$ cat src/rtl/tri_geom_seq.sv
// Triangle geometry sequencer: squared side lengths and twice the signed area
// of triangle ABC. One shared 9x9 signed multiplier, one product per CALC step.
module tri_geom_seq (
    input  logic               clk,
    input  logic               rst,
    input  logic               start,
    input  logic signed [7:0]  x1,
    input  logic signed [7:0]  y1,
    input  logic signed [7:0]  x2,
    input  logic signed [7:0]  y2,
    input  logic signed [7:0]  x3,
    input  logic signed [7:0]  y3,
    output logic               busy,
    output logic               done,
    output logic [16:0]        ab2,
    output logic [16:0]        bc2,
    output logic [16:0]        ca2,
    output logic signed [17:0] det,
    output logic               collinear,
    output logic               ccw
);

    typedef enum logic [1:0] {
        ST_IDLE,
        ST_CALC,
        ST_DONE
    } state_t;

    state_t             r_state;
    state_t             w_stateNext;
    logic               w_accept;
    logic [2:0]         r_step;

    logic signed [8:0]  r_dAbX;
    logic signed [8:0]  r_dAbY;
    logic signed [8:0]  r_dBcX;
    logic signed [8:0]  r_dBcY;
    logic signed [8:0]  r_dCaX;
    logic signed [8:0]  r_dCaY;

    logic [16:0]        r_accAb;
    logic [16:0]        r_accBc;
    logic [16:0]        r_accCa;
    logic signed [17:0] r_accDet;

    logic signed [8:0]  w_mulA;
    logic signed [8:0]  w_mulB;
    logic signed [17:0] w_product;
    logic signed [17:0] w_detFinal;

    // State register; reset always lands in IDLE, ahead of any start request.
    always_ff @(posedge clk) begin
        if (rst) begin
            r_state <= ST_IDLE;
        end else begin
            r_state <= w_stateNext;
        end
    end

    // Next-state logic plus busy/done decode; start is only looked at in IDLE.
    always_comb begin
        w_stateNext = r_state;
        w_accept    = 1'b0;
        busy        = 1'b0;
        done        = 1'b0;
        case (r_state)
            ST_IDLE: begin
                if (start) begin
                    w_accept    = 1'b1;
                    w_stateNext = ST_CALC;
                end
            end
            ST_CALC: begin
                busy = 1'b1;
                if (r_step == 3'd7) begin
                    w_stateNext = ST_DONE;
                end
            end
            ST_DONE: begin
                busy        = 1'b1;
                done        = 1'b1;
                w_stateNext = ST_IDLE;
            end
            default: begin
                w_stateNext = ST_IDLE;
            end
        endcase
    end

    // Operand select for the single shared multiplier, one product per step.
    always_comb begin
        w_mulA = 9'sd0;
        w_mulB = 9'sd0;
        case (r_step)
            3'd0: begin w_mulA = r_dAbX; w_mulB = r_dAbX; end
            3'd1: begin w_mulA = r_dAbY; w_mulB = r_dAbY; end
            3'd2: begin w_mulA = r_dBcX; w_mulB = r_dBcX; end
            3'd3: begin w_mulA = r_dBcY; w_mulB = r_dBcY; end
            3'd4: begin w_mulA = r_dCaX; w_mulB = r_dCaX; end
            3'd5: begin w_mulA = r_dCaY; w_mulB = r_dCaY; end
            3'd6: begin w_mulA = r_dAbY; w_mulB = r_dCaX; end
            3'd7: begin w_mulA = r_dAbX; w_mulB = r_dCaY; end
            default: begin w_mulA = 9'sd0; w_mulB = 9'sd0; end
        endcase
    end

    // The shared product and the final determinant formed on the last step.
    always_comb begin
        w_product  = w_mulA * w_mulB;
        w_detFinal = r_accDet - w_product;
    end

    // Datapath: capture differences on accept, accumulate in CALC, publish on step 7.
    always_ff @(posedge clk) begin
        if (rst) begin
            r_step    <= 3'd0;
            r_dAbX    <= 9'sd0;
            r_dAbY    <= 9'sd0;
            r_dBcX    <= 9'sd0;
            r_dBcY    <= 9'sd0;
            r_dCaX    <= 9'sd0;
            r_dCaY    <= 9'sd0;
            r_accAb   <= 17'd0;
            r_accBc   <= 17'd0;
            r_accCa   <= 17'd0;
            r_accDet  <= 18'sd0;
            ab2       <= 17'd0;
            bc2       <= 17'd0;
            ca2       <= 17'd0;
            det       <= 18'sd0;
            collinear <= 1'b0;
            ccw       <= 1'b0;
        end else begin
            if (w_accept) begin
                r_step <= 3'd0;
                r_dAbX <= {x2[7], x2} - {x1[7], x1};
                r_dAbY <= {y2[7], y2} - {y1[7], y1};
                r_dBcX <= {x3[7], x3} - {x2[7], x2};
                r_dBcY <= {y3[7], y3} - {y2[7], y2};
                r_dCaX <= {x1[7], x1} - {x3[7], x3};
                r_dCaY <= {y1[7], y1} - {y3[7], y3};
            end
            if (r_state == ST_CALC) begin
                r_step <= r_step + 3'd1;
                case (r_step)
                    3'd0: r_accAb  <= w_product[16:0];
                    3'd1: r_accAb  <= r_accAb + w_product[16:0];
                    3'd2: r_accBc  <= w_product[16:0];
                    3'd3: r_accBc  <= r_accBc + w_product[16:0];
                    3'd4: r_accCa  <= w_product[16:0];
                    3'd5: r_accCa  <= r_accCa + w_product[16:0];
                    3'd6: r_accDet <= w_product;
                    3'd7: begin
                        r_accDet  <= w_detFinal;
                        ab2       <= r_accAb;
                        bc2       <= r_accBc;
                        ca2       <= r_accCa;
                        det       <= w_detFinal;
                        collinear <= (w_detFinal == 18'sd0);
                        ccw       <= (w_detFinal > 18'sd0);
                    end
                    default: begin
                        r_accDet <= r_accDet;
                    end
                endcase
            end
        end
    end

endmodule
$ cat config.mk
export PLATFORM = sky130hd
export DESIGN_NAME = tri_geom_seq
export DESIGN_NICKNAME = d
export VERILOG_FILES = /design/src/rtl/tri_geom_seq.sv
export SDC_FILE = /design/constraint.sdc
export NUM_CORES = 1
export LEC_CHECK = 0
export ABC_CLOCK_PERIOD_IN_PS = 8900
export BUFFER_PORTS_ARGS = -buffer_cell sky130_fd_sc_hd__buf_4
export CAP_MARGIN = 25
export CORE_MARGIN = 2
export CORE_UTILIZATION = 50
export CTS_CLUSTER_SIZE = 40
export DETAILED_ROUTE_END_ITERATION = 10
export PLACE_DENSITY = 0.71
export SLEW_MARGIN = 15
export SYNTH_ARGS = -nofsm -noshare
export SYNTH_HDL_FRONTEND = slang
export SYNTH_SLANG_ARGS = --single-unit
$ cat constraint.sdc
create_clock -name clk -period 8.9 [get_ports clk]
set_input_delay 1.78 -clock clk [delete_from_list [all_inputs] [get_ports clk]]
set_output_delay 1.78 -clock clk [all_outputs]
set_load 0.02 [all_outputs]
==> results.sh, run 1 <==
export IMPL_status="complete, no violations"
export IMPL_final_area_um2=18630
export IMPL_clockRootBuffer="clkbuf_16"
export IMPL_slowest_delay_ps=550
export IMPL_peakVddDrop_v=0.0003683
export IMPL_numPortBuffers=123
export IMPL_ys_flop_type="dfxtp_1"
export IMPL_yosys_warnings=0
export IMPL_synth_top_area_cell="dfxtp_1"
export IMPL_final_max_slew_violation_count=0
export IMPL_die_h_um=184.8
export IMPL_p_leak_uw=0.008214
export IMPL_yosysUniqueCellTypes=70
export IMPL_track_usage_pct=28.04
export IMPL_drive_above_1_share_pct=12.88
export IMPL_setup_tns_ps=0
export IMPL_ys_async_sr_fraction_pct=0
export IMPL_multi_input_area_um2=11430
export IMPL_area_delta_synth_final_pct=13.95
export IMPL_fmax_ghz=0.1182
export IMPL_pin_count=124
export IMPL_insertion_delay_ps=460
export IMPL_rows=66
export IMPL_drt_wl_total_um=46820
export IMPL_regToRegStartpoint="r_step[0]$_SDFFE_PP0P_"
export IMPL_antenna_cells=0
export IMPL_fillers=3082
export IMPL_fin_worst_skew_ps=11.62
export IMPL_cp_arrival_ps=8860
export IMPL_clockBufferDepth=2
export IMPL_grt_pass1_vias=14759
export IMPL_critPathRequiredTime_ps=9300
export IMPL_core_area_um2=32370
export IMPL_fin_ws_ps=438.0
export IMPL_seq_area_um2=3984
export IMPL_internal_power_uw=3468
export IMPL_place_ws_ps=-91.22
export IMPL_rsz0062_at_grt="no"
export IMPL_r2r_end="collinear$_SDFFE_PP0P_"
export IMPL_worstSetupEndpointType="flop"
export IMPL_max_cap_violations=0
export IMPL_holdBufCountCts=0
export IMPL_start_util_pct=50.51
export IMPL_ant_nets=0
export IMPL_yosys_area_top_type_share_pct=24.37
export IMPL_hold_path_class="flop to flop"
export IMPL_fin_total_pwr_uw=7648
export IMPL_avgSynthCellArea_um2=7.853
export IMPL_fp_dieW_um=184.8
export IMPL_start_kind="flop"
export IMPL_fin_util_pct=57.55
export IMPL_vias=15256
export IMPL_fin_nets=2456
export IMPL_drtIter0Drc=1048
export IMPL_antenna_found_initial=0
export IMPL_yosysSeqAreaShare_pct=24.37
export IMPL_drc_errors=0
export IMPL_clkPwrFrac_pct=10.8
export IMPL_grt_overflow_total=0
export IMPL_finalSetupViolations=0
export IMPL_powerDensity_nw_per_um2=410.5
export IMPL_via_per_inst=5.779
export IMPL_hold_path_depth=2
export IMPL_syn_inst=2082
export IMPL_synth_edff_count=0
export IMPL_cts_buffers=17
export IMPL_grt_max_degree=115
export IMPL_wl_per_cell_um=17.74
export IMPL_cts_sinks=199
export IMPL_cp_slowest_cell="fa_1"
export IMPL_path_class="flop to flop"
export IMPL_p_sw_share_pct=54.65
export IMPL_combPwrFrac_pct=76.0
export IMPL_cts_clk_slew_worst_paths_ps=80
export IMPL_worstHoldStart="bc2[1]$_SDFFE_PP0P_"
export IMPL_place_area_um2=17880
export IMPL_crit_fanout=24
export IMPL_synth_common_cells="nand2_1, dfxtp_1, a21oi_1, nor2_1, inv_1"
export IMPL_hold_violations=0
export IMPL_cts_tree="yes"
export IMPL_first_pass_iters=9
export IMPL_finalCriticalPeriod_ps=8462
export IMPL_gp_congestion=0.9159
export IMPL_p_switching_uw=4180
export IMPL_r2r_slack_ps=440
export IMPL_worst_slew_pin_slew_ps=946.9
export IMPL_finalCritPeriodShare_pct=95.08
export IMPL_cts_htree_levels=4
export IMPL_slew_headroom_pct=36.87
export IMPL_synth_seq_cells=199
export IMPL_die_area_um2=34160
export IMPL_dpl_hpwl_um=35420
export IMPL_pwr_share_seq_pct=13.3
export IMPL_holdPathEnd="bc2[1]$_SDFFE_PP0P_"
export IMPL_synth_fp_nets=2353
export IMPL_grt_pass1_wl_um=75970
export IMPL_synth_area_um2=16350
export IMPL_r2r_cells=30
export IMPL_yosys_top_cells_area="dfxtp_1, ha_1, fa_1"
export IMPL_synthMostInstantiatedCell="nand2_1"
==> through the flow <==
step / hold WS (ps) / cells
floorplan: 431.9 / 2082
global placement: 443.3 / 2600
detailed placement: 446.6 / 2600
CTS: 457.5 / 2632
global route: 472.4 / 2640
finish: 455.5 / 2640
==> flip-flops by register name, indices dropped and copies added, names as in the netlist <==
signal	count
r_accBc	17
ccw	1
r_dBcY	9
ab2	17
r_accCa	17
r_state	2
r_dCaY	9
r_dAbY	9
r_dAbX	9
r_accAb	17
collinear	1
r_dBcX	9
r_accDet	18
det	18
r_dCaX	9
bc2	17
r_step	3
ca2	17
==> cell usage in the layout, fill, tap and decap left out, types with 13 or more instances in the layout <==
master and count:
a211oi_1 51, a21o_1 50, a21oi_1 186, a222oi_1 18
a22oi_1 30, a31oi_1 14, buf_4 186, clkbuf_16 17
dfxtp_1 199, fa_1 81, ha_1 135, inv_1 170
mux2_2 14, mux2i_1 24, nand2_1 294, nand2b_1 28
nand3_1 36, nor2_1 189, nor2b_1 29, nor3_1 29
o211ai_1 13, o21a_1 16, o21ai_0 88, o22ai_1 23
xnor2_1 48, xor2_1 39
==> power by group through the flow <==
stage	registers (uW)	clock network, uW	logic (uW)
floorplan	1000	0	3810
global placement	1030	0	5450
detailed placement	1030	0	5570
CTS	1010	833	5620
global route	1020	868	6290
finish	1010	823	5810
==> layer usage <==
metal / wire length [um] / vias to the layer above / track usage, % / part of all wire [%]
li1: - / 7419 / - / -
met1: 19890 / 7227 / 34.35 / 42
met2: 22830 / 497 / 49.38 / 49
met3: 2124 / 113 / 3.618 / 4.5
met4: 1974 / 0 / 12.06 / 4.2
met5: 0 / - / 0 / 0
==> critical path, delay by kind of cell (launching register included) <==
family | cells | cell delay [ps]
XOR/XNOR | 1 | 240
adder cells (fa/ha/maj) | 12 | 4550
multiplexers | 1 | 320
AO/OA/AOI/OAI | 7 | 1850
AND/OR/NAND/NOR | 4 | 610
buffers and inverters | 5 | 480
flip-flops | 1 | 370
==> worst max-delay path by stage <==
stage	startpoint	to	slack, ps	cells after the start
detailed placement	r_step[1]$_SDFFE_PP0P_	collinear$_SDFFE_PP0P_	-90	31
CTS	r_step[0]$_SDFFE_PP0P_	collinear$_SDFFE_PP0P_	30	33
global placement	r_step[1]$_SDFFE_PP0P_	collinear$_SDFFE_PP0P_	90	31
floorplan	r_step[2]$_SDFFE_PP0P_	r_accDet[17]$_SDFFE_PP0P_	120	36
global route	r_step[0]$_SDFFE_PP0P_	r_accBc[16]$_SDFFE_PP0P_	20	35
finish	r_step[0]$_SDFFE_PP0P_	collinear$_SDFFE_PP0P_	440	30
==> what timing repair did <==
item / CTS / global route
endpoints found under the hold margin: 0 / 0
pin swaps: 0 / 5
endpoints found under the setup margin: 3 / 17
gates resized for setup: 1 / 24
buffers inserted: 0 / 7
==> final cells by class <==
class,instances,share of cell area (%)
Clock buffer,17,2.283
Clock inverter,15,0.9469
Inverter,172,3.465
Multi-Input combinational cell,1607,61.33
Sequential cell,199,21.38
Tap cell,442,2.968
Timing Repair Buffer,188,7.623
==> logic make-up (layout without fill, tap and decap cells) <==
family / Yosys count / after routing / synth area share [%]
multiplexers: 39 / 39 / 2.502
buffers and inverters: 276 / 392 / 6.337
AO/OA/AOI/OAI: 570 / 570 / 22.46
AND/OR/NAND/NOR: 674 / 674 / 18.05
flip-flops: 199 / 199 / 24.37
adder cells (fa/ha/maj): 236 / 236 / 21.57
XOR/XNOR: 88 / 88 / 4.714
Power figures use the tool's default switching activity.
==> run 2, diff against run 1 <==
--- a/config.mk
+++ b/config.mk
@@ -5,6 +5,7 @@
 export SDC_FILE = /design/constraint.sdc
 export NUM_CORES = 1
 export LEC_CHECK = 0
+export ABC_AREA = 1
 export ABC_CLOCK_PERIOD_IN_PS = 8900
 export BUFFER_PORTS_ARGS = -buffer_cell sky130_fd_sc_hd__buf_4
 export CAP_MARGIN = 25
==> run 2 against run 1 <==
Net effect:
- final cell count up 12%
- worst hold slack better by 17 ps
- sequential cell count unchanged
- critical path depth up 6
- highest routed layer unchanged
- sequential share of layout area decreased by 0.16 points
- synthesized area grew 2.6%
- wire length rose by 7.7%
- utilization shrank 1.2 points
==> results.sh, run 2 <==
export IMPL_cpMostUsedCell="inv_1"
export IMPL_slew_headroom_pct=32.58
export IMPL_track_usage_pct=28.92
export IMPL_first_pass_iters=8
export IMPL_crit_fanout=18
export IMPL_yosysSeqAreaShare_pct=23.75
export IMPL_grt_overflow_total=0
export IMPL_wl_per_cell_um=17.05
export IMPL_yosys_area_top_type_share_pct=23.75
export IMPL_die_h_um=187.2
export IMPL_hold_path_class="flop to flop"
export IMPL_drive_above_1_share_pct=9.801
export IMPL_gp_congestion=0.9658
export IMPL_grt_pass1_wl_um=80740
export IMPL_start_kind="flop"
export IMPL_final_common_cell="nand2_1"
export IMPL_final_cell_mix="nand2_1, inv_1, a21oi_1, o21ai_0, dfxtp_1"
export IMPL_synth_seq_cells=199
export IMPL_via_per_inst=5.450
export IMPL_area_delta_synth_final_pct=11.90
export IMPL_synth_common_cells="nand2_1, inv_1, a21oi_1"
export IMPL_ys_async_sr_fraction_pct=0
export IMPL_grt_max_degree=92
export IMPL_finalCriticalPeriod_ps=8210
export IMPL_place_ws_ps=608.5
export IMPL_yosys_top_cells_area="dfxtp_1, ha_1, fa_1"
export IMPL_pin_count=124
export IMPL_drc_errors=0
export IMPL_clockRootBuffer="clkbuf_16"
export IMPL_syn_inst=2408
export IMPL_fmax_ghz=0.1218
export IMPL_dpl_hpwl_um=39350
export IMPL_synth_fp_nets=2679
export IMPL_fp_dieW_um=187.2
export IMPL_crit_buf_inv=8
export IMPL_core_area_um2=33280
export IMPL_cts_tree="yes"
export IMPL_drt_wl_total_um=50430
export IMPL_fin_ws_ps=689.6
export IMPL_crit_family="adder cells"
export IMPL_cts_htree_levels=4
export IMPL_cts_resized=0
export IMPL_worst_slew_pin_slew_ps=1011
export IMPL_yosys_warnings=0
export IMPL_critPathRequiredTime_ps=9210
export IMPL_vias=16122
export IMPL_grt_pass1_vias=15757
export IMPL_cts_buffers=17
export IMPL_setup_tns_ps=0
export IMPL_reg_top3="det x18, r_accDet x18"
export IMPL_seq_area_um2=3984
export IMPL_rows=67
export IMPL_ant_nets=0
export IMPL_holdBufCountCts=0
export IMPL_hold_violations=0
export IMPL_yosysUniqueCellTypes=45
export IMPL_avgSynthCellArea_um2=6.966
export IMPL_path_class="flop to flop"
export IMPL_multi_input_area_um2=10920
export IMPL_cts_clk_slew_worst_paths_ps=90
export IMPL_clockBufferDepth=2
export IMPL_cts_sinks=199
export IMPL_synth_top_area_cell="dfxtp_1"
export IMPL_final_max_slew_violation_count=0
export IMPL_finalSetupViolations=0
export IMPL_ys_flop_type="dfxtp_1"
export IMPL_max_cap_violations=0
export IMPL_die_area_um2=35030
export IMPL_fin_nets=2768
export IMPL_start_util_pct=50.40
export IMPL_antenna_cells=0
export IMPL_fillers=3201
export IMPL_drtIter0Drc=1075
export IMPL_synth_area_um2=16770
export IMPL_worstSetupEndpointType="flop"
export IMPL_slowest_delay_ps=550
export IMPL_fin_worst_skew_ps=16.62
export IMPL_synth_edff_count=0
export IMPL_finalCritPeriodShare_pct=92.25
export IMPL_cts_setup_buffers=0
export IMPL_antenna_found_initial=0
export IMPL_numPortBuffers=123
export IMPL_cp_arrival_ps=8520
export IMPL_insertion_delay_ps=470
export IMPL_status="complete, no violations"
export IMPL_cp_slowest_cell="fa_1"
export IMPL_synthMostInstantiatedCell="nand2_1"
[run 2: changes by cell type after synthesis, moves of 37 or more]
cell | before | now
inv_1 | 170 | 413
nand2_1 | 297 | 425
o21ai_0 | 91 | 214
nand3_1 | 36 | 100
a21oi_1 | 189 | 239
a211oi_1 | 52 | 3
a21o_1 | 50 | 3
xnor2_1 | 48 | 11
[run 2: kinds of logic (layout without fill, tap and decap cells)]
family | Yosys count | count (layout) | synth area share, %
AOI/OAI and AO/OA | 608 | 608 | 20.54
xor gates and xnor gates | 78 | 78 | 4.117
adders and majority gates | 220 | 220 | 20.03
buffers and inverters | 503 | 605 | 11.29
DFF | 199 | 199 | 23.75
and+or+nand+nor | 800 | 800 | 20.27
[run 2: area by class of cell]
cell class / count / area share, %
Timing Repair Buffer: 147 / 5.879
Sequential cell: 199 / 21.22
Clock inverter: 15 / 0.9665
Tap cell: 448 / 2.986
Clock buffer: 17 / 2.266
Multi-Input combinational cell: 1706 / 58.15
Inverter: 426 / 8.526
[run 2: worst paths after layout]
path                                  from                  endpoint  slack [ps]  depth (start not counted)
hold reg to reg   r_accCa[11]$_SDFFE_PP0P_  r_accCa[11]$_SDFFE_PP0P_         470                          2
hold / removal    r_accCa[11]$_SDFFE_PP0P_  r_accCa[11]$_SDFFE_PP0P_         470                          2
setup reg to reg    r_step[0]$_SDFFE_PP0P_          ccw$_SDFFE_PP0P_         690                         36
setup / recovery    r_step[0]$_SDFFE_PP0P_          ccw$_SDFFE_PP0P_         690                         36
[run 2: layer usage]
metal | GRT usage [%] | vias up | part of all wire [%] | wire, um
met4 | 13.28 | 0 | 4.4 | 2212
met3 | 2.664 | 106 | 3.8 | 1908
met5 | 0 | - | 0 | 0
met1 | 34.65 | 7525 | 42 | 21390
met2 | 52.33 | 465 | 49 | 24920
li1 | - | 8026 | - | -
[run 2: worst reg2reg max path: cells and delay by family, from the launching register on]
| kind | cells | cell delay [ps] |
|---|---|---|
| compound gates | 5 | 830 |
| xor+xnor | 2 | 570 |
| fa+ha+maj | 8 | 3520 |
| buf+inv | 8 | 880 |
| flops | 1 | 370 |
| simple gates | 13 | 1920 |
[run 2: metrics by stage]
step | hold slack, ps | area [um^2] | instances | utilization (%)
2_1_floorplan | 445.3 | 16770 | 2408 | -
5_1_grt | 494.0 | 18770 | 2958 | 56.40
6_report | 472.4 | 18770 | 2958 | 56.40
3_3_place_gp | 454.0 | 18150 | 2926 | 54.53
4_1_cts | 470.8 | 18760 | 2958 | 56.36
3_5_place_dp | 458.0 | 18150 | 2926 | 54.53
Power of run 2 is left out: the tool's default activity adds up to more than one toggle a clock period on the data nets, which glitch-free logic cannot reach.
